<file path="config.mk">
export PLATFORM = sky130hd
export DESIGN_NAME = add_pipe
export DESIGN_NICKNAME = d
export VERILOG_FILES = /design/src/rtl/add_pkg.sv /design/src/rtl/add_seg.sv /design/src/rtl/add_pipe.sv
export SDC_FILE = /design/constraint.sdc
export NUM_CORES = 1
export LEC_CHECK = 0
export BUFFER_PORTS_ARGS = -buffer_cell sky130_fd_sc_hd__buf_2
export CAP_MARGIN = 20
export CORE_ASPECT_RATIO = 1.5
export CORE_MARGIN = 5
export CORE_UTILIZATION = 31
export CTS_CLUSTER_SIZE = 30
export DETAILED_ROUTE_END_ITERATION = 10
export PLACE_DENSITY_LB_ADDON = 0.2
export SYNTH_ARGS = -nofsm -noshare
export SYNTH_HDL_FRONTEND = slang
export SYNTH_SLANG_ARGS = --single-unit
</file>
<file path="constraint.sdc">
create_clock -name clk -period 11.9 [get_ports clk]
set_input_delay 1.785 -clock clk [delete_from_list [all_inputs] [get_ports clk]]
set_output_delay 1.785 -clock clk [all_outputs]
set_load 0.01 [all_outputs]
</file>
<file path="src/rtl/add_pkg.sv">
// Shared constants for the pipelined adder/subtractor: mode encoding and default geometry.
package add_pkg;
  localparam logic MODE_ADD = 1'b0;
  localparam logic MODE_SUB = 1'b1;
  localparam int DEFAULT_WIDTH = 32;
  localparam int DEFAULT_SEG = 8;
endpackage

</file>
<file path="src/rtl/add_seg.sv">
// Combinational W-bit ripple adder segment built from chained full-adder cells.
// Also exposes the carry into the top bit so the caller can form signed overflow.
module add_seg
  import add_pkg::*;
#(
  parameter int W = DEFAULT_SEG
) (
  input  logic [W-1:0] a,
  input  logic [W-1:0] b,
  input  logic         cin,
  output logic [W-1:0] sum,
  output logic         cout,
  output logic         c_msb
);

  logic w_c;

  always_comb begin
    w_c   = cin;
    c_msb = 1'b0;
    sum   = '0;
    for (int i = 0; i < W; i++) begin
      if (i == W - 1) c_msb = w_c;
      sum[i] = a[i] ^ b[i] ^ w_c;
      w_c    = (a[i] & b[i]) | (w_c & (a[i] ^ b[i]));
    end
    cout = w_c;
  end

endmodule

</file>
<file path="src/rtl/add_pipe.sv">
// Pipelined WIDTH-bit adder/subtractor: one SEG-bit segment per stage, registered inter-stage
// carry, skew registers for pending operand and finished result segments, global-stall flow control.
module add_pipe
  import add_pkg::*;
#(
  parameter int WIDTH = DEFAULT_WIDTH,
  parameter int SEG   = DEFAULT_SEG
) (
  input  logic             clk,
  input  logic             reset,
  input  logic             in_valid,
  output logic             in_ready,
  input  logic [WIDTH-1:0] a,
  input  logic [WIDTH-1:0] b,
  input  logic             cin,
  input  logic             sub,
  output logic             out_valid,
  input  logic             out_ready,
  output logic [WIDTH-1:0] out,
  output logic             cout,
  output logic             overflow,
  output logic             zero
);

  localparam int SEG_SAFE = (SEG < 1) ? 1 : SEG;
  localparam int STAGES   = (WIDTH / SEG_SAFE < 1) ? 1 : WIDTH / SEG_SAFE;

  if ((SEG < 1) || (WIDTH % SEG_SAFE != 0)) begin : g_bad_param
    $error("add_pipe: WIDTH must be a positive multiple of SEG");
  end

  logic             w_stall;
  logic             w_accept;
  logic [WIDTH-1:0] w_b_eff;
  logic             w_c_eff;

  logic [STAGES-1:0] r_vld;
  logic [STAGES-1:0] r_c;
  logic [WIDTH-1:0]  r_a [STAGES];
  logic [WIDTH-1:0]  r_b [STAGES];
  logic [WIDTH-1:0]  r_s [STAGES];
  logic              r_ovf;
  logic              r_zero;

  logic [WIDTH-1:0]  w_seg_a;
  logic [WIDTH-1:0]  w_seg_b;
  logic [WIDTH-1:0]  w_seg_s;
  logic [STAGES-1:0] w_seg_ci;
  logic [STAGES-1:0] w_seg_co;
  logic [STAGES-1:0] w_seg_cm;
  logic [STAGES-1:0] w_ld;
  logic [WIDTH-1:0]  w_s_d [STAGES];

  assign w_stall  = r_vld[STAGES-1] & ~out_ready;
  assign in_ready = ~w_stall;
  assign w_accept = in_valid & in_ready;
  assign w_b_eff  = (sub == MODE_SUB) ? ~b : b;
  assign w_c_eff  = (sub == MODE_SUB) ? 1'b1 : cin;

  // Stage 0 works straight off the conditioned inputs; later stages off the skew registers.
  always_comb begin
    w_seg_a             = '0;
    w_seg_b             = '0;
    w_seg_ci            = '0;
    w_ld                = '0;
    w_seg_a[SEG_SAFE-1:0] = a[SEG_SAFE-1:0];
    w_seg_b[SEG_SAFE-1:0] = w_b_eff[SEG_SAFE-1:0];
    w_seg_ci[0]         = w_c_eff;
    w_ld[0]             = w_accept;
    for (int k = 1; k < STAGES; k++) begin
      w_seg_a[k*SEG_SAFE +: SEG_SAFE] = r_a[k-1][k*SEG_SAFE +: SEG_SAFE];
      w_seg_b[k*SEG_SAFE +: SEG_SAFE] = r_b[k-1][k*SEG_SAFE +: SEG_SAFE];
      w_seg_ci[k]                     = r_c[k-1];
      w_ld[k]                         = r_vld[k-1];
    end
  end

  for (genvar k = 0; k < STAGES; k++) begin : g_seg
    add_seg #(
      .W(SEG_SAFE)
    ) u_seg (
      .a    (w_seg_a[k*SEG_SAFE +: SEG_SAFE]),
      .b    (w_seg_b[k*SEG_SAFE +: SEG_SAFE]),
      .cin  (w_seg_ci[k]),
      .sum  (w_seg_s[k*SEG_SAFE +: SEG_SAFE]),
      .cout (w_seg_co[k]),
      .c_msb(w_seg_cm[k])
    );
  end

  always_comb begin
    w_s_d[0]                = '0;
    w_s_d[0][SEG_SAFE-1:0]  = w_seg_s[SEG_SAFE-1:0];
    for (int k = 1; k < STAGES; k++) begin
      w_s_d[k]                          = r_s[k-1];
      w_s_d[k][k*SEG_SAFE +: SEG_SAFE]  = w_seg_s[k*SEG_SAFE +: SEG_SAFE];
    end
  end

  // Valid bits shift every unstalled cycle; data only loads behind a valid so bubbles leave it quiet.
  always_ff @(posedge clk or posedge reset) begin
    if (reset) begin
      r_vld  <= '0;
      r_c    <= '0;
      r_ovf  <= 1'b0;
      r_zero <= 1'b0;
      for (int k = 0; k < STAGES; k++) begin
        r_a[k] <= '0;
        r_b[k] <= '0;
        r_s[k] <= '0;
      end
    end else if (!w_stall) begin
      for (int k = 0; k < STAGES; k++) begin
        r_vld[k] <= w_ld[k];
        if (w_ld[k]) begin
          r_a[k] <= (k == 0) ? a : r_a[(k == 0) ? 0 : k-1];
          r_b[k] <= (k == 0) ? w_b_eff : r_b[(k == 0) ? 0 : k-1];
          r_s[k] <= w_s_d[k];
          r_c[k] <= w_seg_co[k];
        end
      end
      if (w_ld[STAGES-1]) begin
        r_ovf  <= w_seg_cm[STAGES-1] ^ w_seg_co[STAGES-1];
        r_zero <= ~|w_s_d[STAGES-1];
      end
    end
  end

  assign out_valid = r_vld[STAGES-1];
  assign out       = r_s[STAGES-1];
  assign cout      = r_c[STAGES-1];
  assign overflow  = r_ovf;
  assign zero      = r_zero;

  logic w_unused;
  assign w_unused = ^{r_a[STAGES-1], r_b[STAGES-1]};

endmodule

</file>
## Yosys cells after proc, flatten, opt, wreduce, memory -nomap -nowiden

Index checks and enable logic that the tools add are counted.
W data, S select, Z words.

| word-level totals | value |
|---|---|
| bits in registers | 282 |
| input port bits | 70 |
| output and inout port bits | 37 |
| word-level logic and storage cells | 191 |

| operators by class | value |
|---|---|
| muxes and demuxes | 2 |
| bitwise logic cells | 166 |
| reduce and logical (&&, ||, !) cells | 6 |

Operator list:

| kind | number |
|---|---|
| $and A1 B1 Y1 | 66 |
| $xor A1 B1 Y1 | 65 |
| $mux W32 | 1 |
| $not A32 Y32 | 1 |
| $or A1 B1 Y1 | 32 |
| $reduce_or A32 Y1 | 1 |
| $reduce_and A2 Y1 | 4 |
| $not A1 Y1 | 2 |
| $logic_not A1 Y1 | 1 |
| $mux W1 | 1 |

## Longest topological paths before layout

Gate-level depths: netlist of the first run.

| depth | value |
|---|---|
| word-level depth | 19 |
| mapped depth | 15 |
| mapped depth without buffers | 14 |

## Cells and area by module

Synthesis of the first run repeated with hierarchy kept, for this count alone.

| second synthesis, totals | value |
|---|---|
| cell total of the unflattened synthesis | 584 |
| area, all modules | 8,440.6 um^2 |

By module, submodules not included:

| module | instances | cells an instance | area each (um^2) | sequential area each (um^2) |
|---|---|---|---|---|
| add_pipe | 1 | 512 | 7,649.8 | 4,654.5 |
| add_seg | 4 | 18 | 197.7 | 0.0 |

## Least setup slack after synthesis of the first run

OpenSTA, ideal clock, no wires.

| timing path | value |
|---|---|
| path kind | in2reg |
| start | in sub |
| end | reg r_s[103] in the netlist's numbering |
| setup time | 125 ps |
| arrival | 5,688 ps |
| path slack | 6,088 ps |
| stages | 15 |
| cells stage by stage | buf_2 > buf_2 > nor2_1 > fa_1 > inv_1 > fa_1 > inv_1 > fa_1 > fa_1 > fa_1 > fa_1 > fa_1 > inv_1 > fa_1 > mux2_2 |

| on the way | value |
|---|---|
| longest elaborated chain between the ends | 17 |
| elaborated cells on any way between the ends | 32 |
| those cells by class | mux: 2; bitwise: 30 |

Ends and longest elaborated chain:

| item | RTL line | RTL |
|---|---|---|
| start, declared | add_pipe.sv:16 | `input logic sub,` |
| $mux W32 | add_pipe.sv:57 | `assign w_b_eff = (sub == MODE_SUB) ? ~b : b;` |
| $xor A1 B1 Y1 | add_seg.sv:25 | `w_c = (a[i] & b[i]) \| (w_c & (a[i] ^ b[i]));` |
| $and A1 B1 Y1 | add_seg.sv:25 |  |
| $or A1 B1 Y1 | add_seg.sv:25 |  |
| $and A1 B1 Y1 | add_seg.sv:25 |  |
| $or A1 B1 Y1 | add_seg.sv:25 |  |
| $and A1 B1 Y1 | add_seg.sv:25 |  |
| $or A1 B1 Y1 | add_seg.sv:25 |  |
| [2 not listed] | -- |  |
| $and A1 B1 Y1 | add_seg.sv:25 |  |
| $or A1 B1 Y1 | add_seg.sv:25 |  |
| $and A1 B1 Y1 | add_seg.sv:25 |  |
| $or A1 B1 Y1 | add_seg.sv:25 |  |
| $and A1 B1 Y1 | add_seg.sv:25 |  |
| $or A1 B1 Y1 | add_seg.sv:25 |  |
| $xor A1 B1 Y1 * | add_seg.sv:24 | `sum[i] = a[i] ^ b[i] ^ w_c;` |
| named net g_seg[0].u_seg.sum[7] | add_seg.sv:11 | `output logic [W-1:0] sum,` |
| end signal, assigned by index | add_pipe.sv:118 | `r_s[k] <= w_s_d[k];` |
| end, declared | add_pipe.sv:41 | `logic [WIDTH-1:0] r_s [STAGES];` |

Mark *: on every way through the listed nets, which the timed path passes. The rest lies on a longest branch.
A chain may end at the register's enable or synchronous reset.

## Worst setup path after layout of the first run

Ends and elaborated chain as after synthesis.

==> impl_metrics.py, run 1 <==
metrics = {
    "placed_design": {
        "place.port_buffers": 106,
        "place_congestion": 0.738,
        "hpwl_mm": 13.4,
    },
    "floorplan": {
        "die_y_um": 213,
        "row_count": 74,
        "core-area_um2": 27200,
        "dieArea_um2": 31000,
        "ios": 107,
        "start_util": 0.313,
        "die_w_um": 145,
    },
    "timing": {
        "max_freq_mhz": 172,
        "layout_min_cycle_time_ns": 5.81,
        "period_share": 0.488,
        "tns_ns": 0,
        "finalClockSkew_ns": 0.00845,
        "finalSetupViolations": 0,
        "maxSlewViolCount": 0,
        "relSlewSlack": 0.357,
        "hold_viol_final": 0,
        "worst_pin_slew_ns": 0.962,
        "rsz0062_at_grt": "no",
    },
    "critical_path": {
        "worstSetupEndpointType": "flop",
        "cp-start-kind": "primary input",
        "required_ns": 12.22,
        "cp.arrival_ns": 6.13,
        "r2r_cells": 12,
        "setup.worst_path.class": "primary input to flop",
        "crit_fanout": 33,
    },
    "cells_and_area": {
        "area_growth_pct": 12.6,
        "antenna_cells": 0,
        "drive_above_1_share": 0.427,
        "fillerInstances": 2716,
        "regArea_um2": 4650,
        "multiInputGateArea_um2": 3240,
        "nets": 764,
    },
    "drt": {
        "wl_mm": 17.7,
        "drtAntennaViolNets": 0,
        "routed_via_density": 4.47,
        "wl_per_cell_um": 17.4,
        "route.detailed.drc": 0,
        "vias": 4550,
        "drt-pass1-iter-count": 5,
        "first_iter_violations": 151,
    },
    "clocking": {
        "cts_max_level": 4,
        "numCtsBuffers": 17,
        "cts_root_buf": "clkbuf_16",
        "cts.clk_slew.worst_paths_ns": 0.07,
        "clock_latency_ns": 0.43,
        "cts_hold_buffers": 0,
        "cts_tree": "yes",
        "cts_resized": 0,
        "clock_path_buffers": 2,
        "clock-sinks": 186,
        "post_cts_buffers": 0,
    },
    "logic_synthesis": {
        "synth.area.mux_share": 0.202,
        "synth_top_family_by_area": "multiplexers",
        "synth_top_area_frac": 0.546,
        "synth_warnings": 0,
        "synth_seq_cells": 186,
        "ys_types": 29,
        "synth_top_cell_by_area": "dfrtp_1",
        "synthSimpleGateAreaFrac": 0.0179,
        "synth_compound_area_frac": 0.0502,
        "syn_nets": 697,
        "yosys.area_share.adder": 0.0752,
        "synth_area_per_cell_um2": 14.3,
        "synth_xor_area_frac": 0.0339,
        "synth_seq_area_share": 0.546,
        "synthTopCellsByArea": "dfrtp_1 55%, mux2_2 13%, fa_1 7.5%",
        "netlist_instances": 595,
        "synth_area_um2": 8520,
    },
    "run_status": {
        "status": "completed",
    },
    "grt": {
        "grt_pass1_vias": 4987,
        "antenna_found_initial": 0,
        "grt_use_total": 0.119,
        "grt_pass1_wl_mm": 28.7,
        "overflow": 0,
        "grt_max_degree": 78,
    },
    "pwr": {
        "p_per_area_nw_per_um2": 272,
        "p_leak_nw": 4.37,
        "power_mw": 2.61,
        "ir_drop_uv": 108,
    },
    "flow_run": {
        "maxCapViolations": 0,
    },
    "hold_path": {
        "hp-class": "flop to flop",
        "hold_depth": 1,
    },
}
==> flip-flops by register name, indices dropped and copies added, names as in the netlist <==
name	cells
r_vld	4
r_s	48
out	32
r_b	48
r_a	48
zero	1
overflow	1
r_c	4
==> logic make-up after synthesis <==
family | Yosys count
AOI/OAI and AO/OA | 85
adders and majority gates | 32
DFF | 186
muxes | 139
and+or+nand+nor | 22
xor gates and xnor gates | 33
buffers and inverters | 98
==> placed cells by master (no fill, tap or decap), types with 2 or more instances in the layout <==
master / instances
dfrtp_1: 186
buf_2: 106
mux2_2: 96
o21ai_0: 82
mux2_4: 42
inv_1: 33
fa_1: 32
xnor2_1: 28
clkbuf_16: 17
nor4_1: 7
inv_6: 7
xor2_1: 5
nand3_1: 4
inv_8: 4
buf_4: 3
nand2_2: 2
nand2_1: 2
o21ai_1: 2
nand4_1: 2
clkinvlp_4: 2
==> power breakdown <==
part           switching (mW)  internal [mW]
combinational           0.427          0.532
clock                   0.259          0.282
sequential              0.190          0.919
==> synth_stat cells, drive strengths merged <==
cell    count
o31ai       1
buf        54
nand4       2
inv        36
fa         32
nand2       5
mux2      139
nor4        7
o21ai      84
nor4bb      1
nand3       4
clkbuf      8
xor2        5
xnor2      28
dfrtp     186
nor2        2
nor2b       1
==> worst max-delay path, cell delays in order <==
cell	delay, ns
buf_2	0.07
buf_4	0.44
xnor2_1	0.17
fa_1	0.38
inv_1	0.08
fa_1	0.24
inv_1	0.08
fa_1	0.42
fa_1	0.43
fa_1	0.44
fa_1	0.42
fa_1	0.39
inv_1	0.08
fa_1	0.41
mux2_2	0.27
==> path summary, 6_finish.rpt <==
kind | startpoint | endpoint | slack (ns)
worst min register to register | r_s[102]$_DFFE_PP0P_ | r_s[70]$_DFFE_PP0P_ | 0.50
max in group asynchronous | reset | r_a[112]$_DFFE_PP0P_ | 9.17
worst min-delay path | r_s[102]$_DFFE_PP0P_ | r_s[70]$_DFFE_PP0P_ | 0.50
min in group asynchronous | reset | out[15]$_DFFE_PP0P_ | 1.39
worst max register to register | r_c[1]$_DFFE_PP0P_ | r_s[55]$_DFFE_PP0P_ | 7.69
worst max-delay path | sub | r_s[103]$_DFFE_PP0P_ | 6.09
==> metal layers <==
layer  global-route usage  up-vias  share of wire
li1                     -     2126              -
met1                0.158     2314           0.45
met2                0.192       91           0.49
met3               0.0304       19          0.036
met4               0.0393        0          0.019
met5                    0        -              0
==> final cells by class <==
class | count | area share
sequential | 186 | 0.485
tap | 342 | 0.0446
clock buffer | 18 | 0.0458
clock inverter | 14 | 0.0132
inverter | 36 | 0.0149
multi-input combinational | 311 | 0.337
timing repair buffer | 110 | 0.0597
==> through the flow <==
| stage | cells | utilization | instance area, um^2 | setup WS [ns] | hold WS [ns] |
|---|---|---|---|---|---|
| after detailed placement | 985 | 0.332 | 9030 | 5.61 | 0.485 |
| after CTS | 1017 | 0.353 | 9600 | 6.07 | 0.502 |
| after global placement | 984 | 0.331 | 9010 | 5.66 | 0.472 |
| after global routing | 1017 | 0.353 | 9600 | 5.90 | 0.518 |
| after floorplan | 595 | - | 8520 | 5.06 | 0.451 |
| final | 1017 | 0.353 | 9600 | 6.09 | 0.498 |
No activity file was read; power rests on OpenSTA's default activity.
==> run 2: changes to the inputs <==
==> constraint.sdc (replaced) <==
create_clock -name clk -period 5.4 [get_ports clk]
set_input_delay 0.81 -clock clk [delete_from_list [all_inputs] [get_ports clk]]
set_output_delay 0.81 -clock clk [all_outputs]
set_load 0.01 [all_outputs]
==> run 2 against run 1 <==
  * Critical path depth fell by 1
  * Die area did not move
  * Combinational power rose by 120%
  * Clock-buffer cell count rose by 1
  * Routed wire length rose by 0.21%
  * Clock skew rose by 0.0018 ns
  * First-iteration DRC count rose by 6.6%
  * Global-route usage rose by 0.12 points
  * Final area rose by 0.21%
  * Sequential power rose by 120%
  * Largest cell class unchanged
  * Largest power group unchanged
==> impl_metrics.py, run 2 (synthesized netlist as in run 1, its figures left out) <==
metrics = {
    "drt": {
        "drt-pass1-iter-count": 4,
        "first_iter_violations": 161,
        "vias": 4515,
        "drtAntennaViolNets": 0,
        "wl_per_cell_um": 17.5,
        "route.detailed.drc": 0,
        "wl_mm": 17.8,
        "routed_via_density": 4.44,
    },
    "pwr": {
        "p_leak_nw": 4.37,
        "combPwrFrac": 0.363,
        "p_per_area_nw_per_um2": 600,
        "swShare": 0.331,
        "ir_drop_uv": 197,
        "p_sw_mw": 1.91,
        "internal-power_mw": 3.86,
        "p_seq_frac": 0.422,
        "pwr-share-clk": 0.215,
    },
    "clocking": {
        "clock-sinks": 186,
        "cts_max_level": 4,
        "cts.clk_slew.worst_paths_ns": 0.07,
        "post_cts_buffers": 0,
        "cts_resized": 0,
        "cts_hold_buffers": 0,
        "numCtsBuffers": 17,
        "cts_tree": "yes",
        "clock_path_buffers": 2,
        "clock_latency_ns": 0.44,
        "cts_root_buf": "clkbuf_16",
    },
    "critical_path": {
        "setup.worst_path.class": "primary input to flop",
        "crit_fanout": 7,
        "cp-start-kind": "primary input",
        "worstSetupEndpointType": "flop",
        "cp.arrival_ns": 4.76,
        "required_ns": 5.72,
    },
    "floorplan": {
        "die_y_um": 213,
        "core-area_um2": 27200,
        "ios": 107,
        "start_util": 0.313,
        "row_count": 74,
        "dieArea_um2": 31000,
        "die_w_um": 145,
    },
    "grt": {
        "antenna_found_initial": 1,
        "grt_pass1_wl_mm": 29.0,
        "overflow": 0,
        "grt_use_total": 0.120,
        "grt_max_degree": 187,
        "grt_pass1_vias": 5144,
    },
    "timing": {
        "layout_min_cycle_time_ns": 4.44,
        "timing.hold.ws_ns": 0.494,
        "rsz0062_at_grt": "no",
        "hold_viol_final": 0,
        "maxSlewViolCount": 0,
        "finalClockSkew_ns": 0.0103,
        "relSlewSlack": 0.287,
        "period_share": 0.823,
        "worst_pin_slew_ns": 1.07,
        "finalSetupViolations": 0,
        "setup_ws_ns": 0.956,
        "tns_ns": 0,
        "max_freq_mhz": 225,
    },
    "cells_and_area": {
        "final_common_cell": "dfrtp_1",
        "nets": 764,
        "fin_cells": 1017,
        "finish.utilization": 0.353,
        "drive_above_1_share": 0.427,
        "final_cell_mix": "186 x dfrtp_1, 106 x buf_2, 96 x mux2_2",
        "area_growth_pct": 12.9,
        "antenna_cells": 0,
        "fillerInstances": 2679,
        "largestRegisters": "r_a x48, r_b x48, r_s x48",
    },
    "placed_design": {
        "dpl.cell_count": 985,
        "place_congestion": 0.754,
        "post-place-ws_ns": 0.446,
        "place.port_buffers": 106,
        "hpwl_mm": 12.8,
    },
    "flow_run": {
        "maxCapViolations": 0,
    },
    "hold_path": {
        "hp-class": "flop to flop",
    },
    "run_status": {
        "status": "completed",
    },
}
run 2: changes by cell type in the layout (fill, tap and decap cells not counted), sizes merged:
cell and change:
bufinv +1, clkinvlp +3, clkbuf +1, inv -5
run 2: layout make-up:
type | instances | area [um^2] | share of cell area
flip-flops and latches | 186 | 4650 | 0.484
multi-input cells | 311 | 3240 | 0.336
repair buffers | 110 | 573 | 0.0596
clock buffers | 19 | 453 | 0.0471
well taps | 342 | 428 | 0.0445
inverters | 36 | 141 | 0.0147
clock inverters | 13 | 134 | 0.0139
run 2: metal layers:
layer | vias to the layer above | GRT usage | wire length, um
met1 | 2291 | 0.150 | 7730
met5 | - | 0 | 7
met2 | 84 | 0.200 | 8970
li1 | 2117 | - | -
met4 | 2 | 0.0463 | 318
met3 | 21 | 0.0316 | 737
run 2: metrics by stage:
stage,cell area (um^2),total power [mW]
floorplan,8530,4.13
global placement,9030,4.57
detailed placement,9030,4.65
CTS,9620,5.91
global route,9620,6.20
finish,9620,5.77
run 2: critical path, cell delays in order:
cell and delay (ns):
buf_2 0.25, nor2_1 0.12, fa_1 0.39, inv_1 0.08
fa_1 0.17, inv_1 0.05, fa_1 0.41, fa_1 0.42
fa_1 0.45, fa_1 0.43, fa_1 0.40, inv_1 0.07
fa_1 0.42, mux2_2 0.28
run 2: worst paths after layout:
kind	cells past startpoint	endpoint	start	slack [ns]
max	14	r_s[103]$_DFFE_PP0P_	sub	0.96
min	1	r_b[80]$_DFFE_PP0P_	r_b[112]$_DFFE_PP0P_	0.49
max reg2reg	12	r_s[79]$_DFFE_PP0P_	r_c[0]$_DFFE_PP0P_	1.20
min reg2reg	1	r_b[80]$_DFFE_PP0P_	r_b[112]$_DFFE_PP0P_	0.49
max in group asynchronous	3	r_a[90]$_DFFE_PP0P_	reset	3.97
min in group asynchronous	3	out[7]$_DFFE_PP0P_	reset	0.60
run 2: power groups by stage:
stage                     logic, mW  clock network [mW]  registers, mW
after floorplan                1.82                   0           2.31
after global placement         2.11                   0           2.46
after detailed placement       2.16                   0           2.48
after CTS                      2.17                1.28           2.46
after global routing           2.35                1.33           2.53
final                          2.10                1.24           2.44
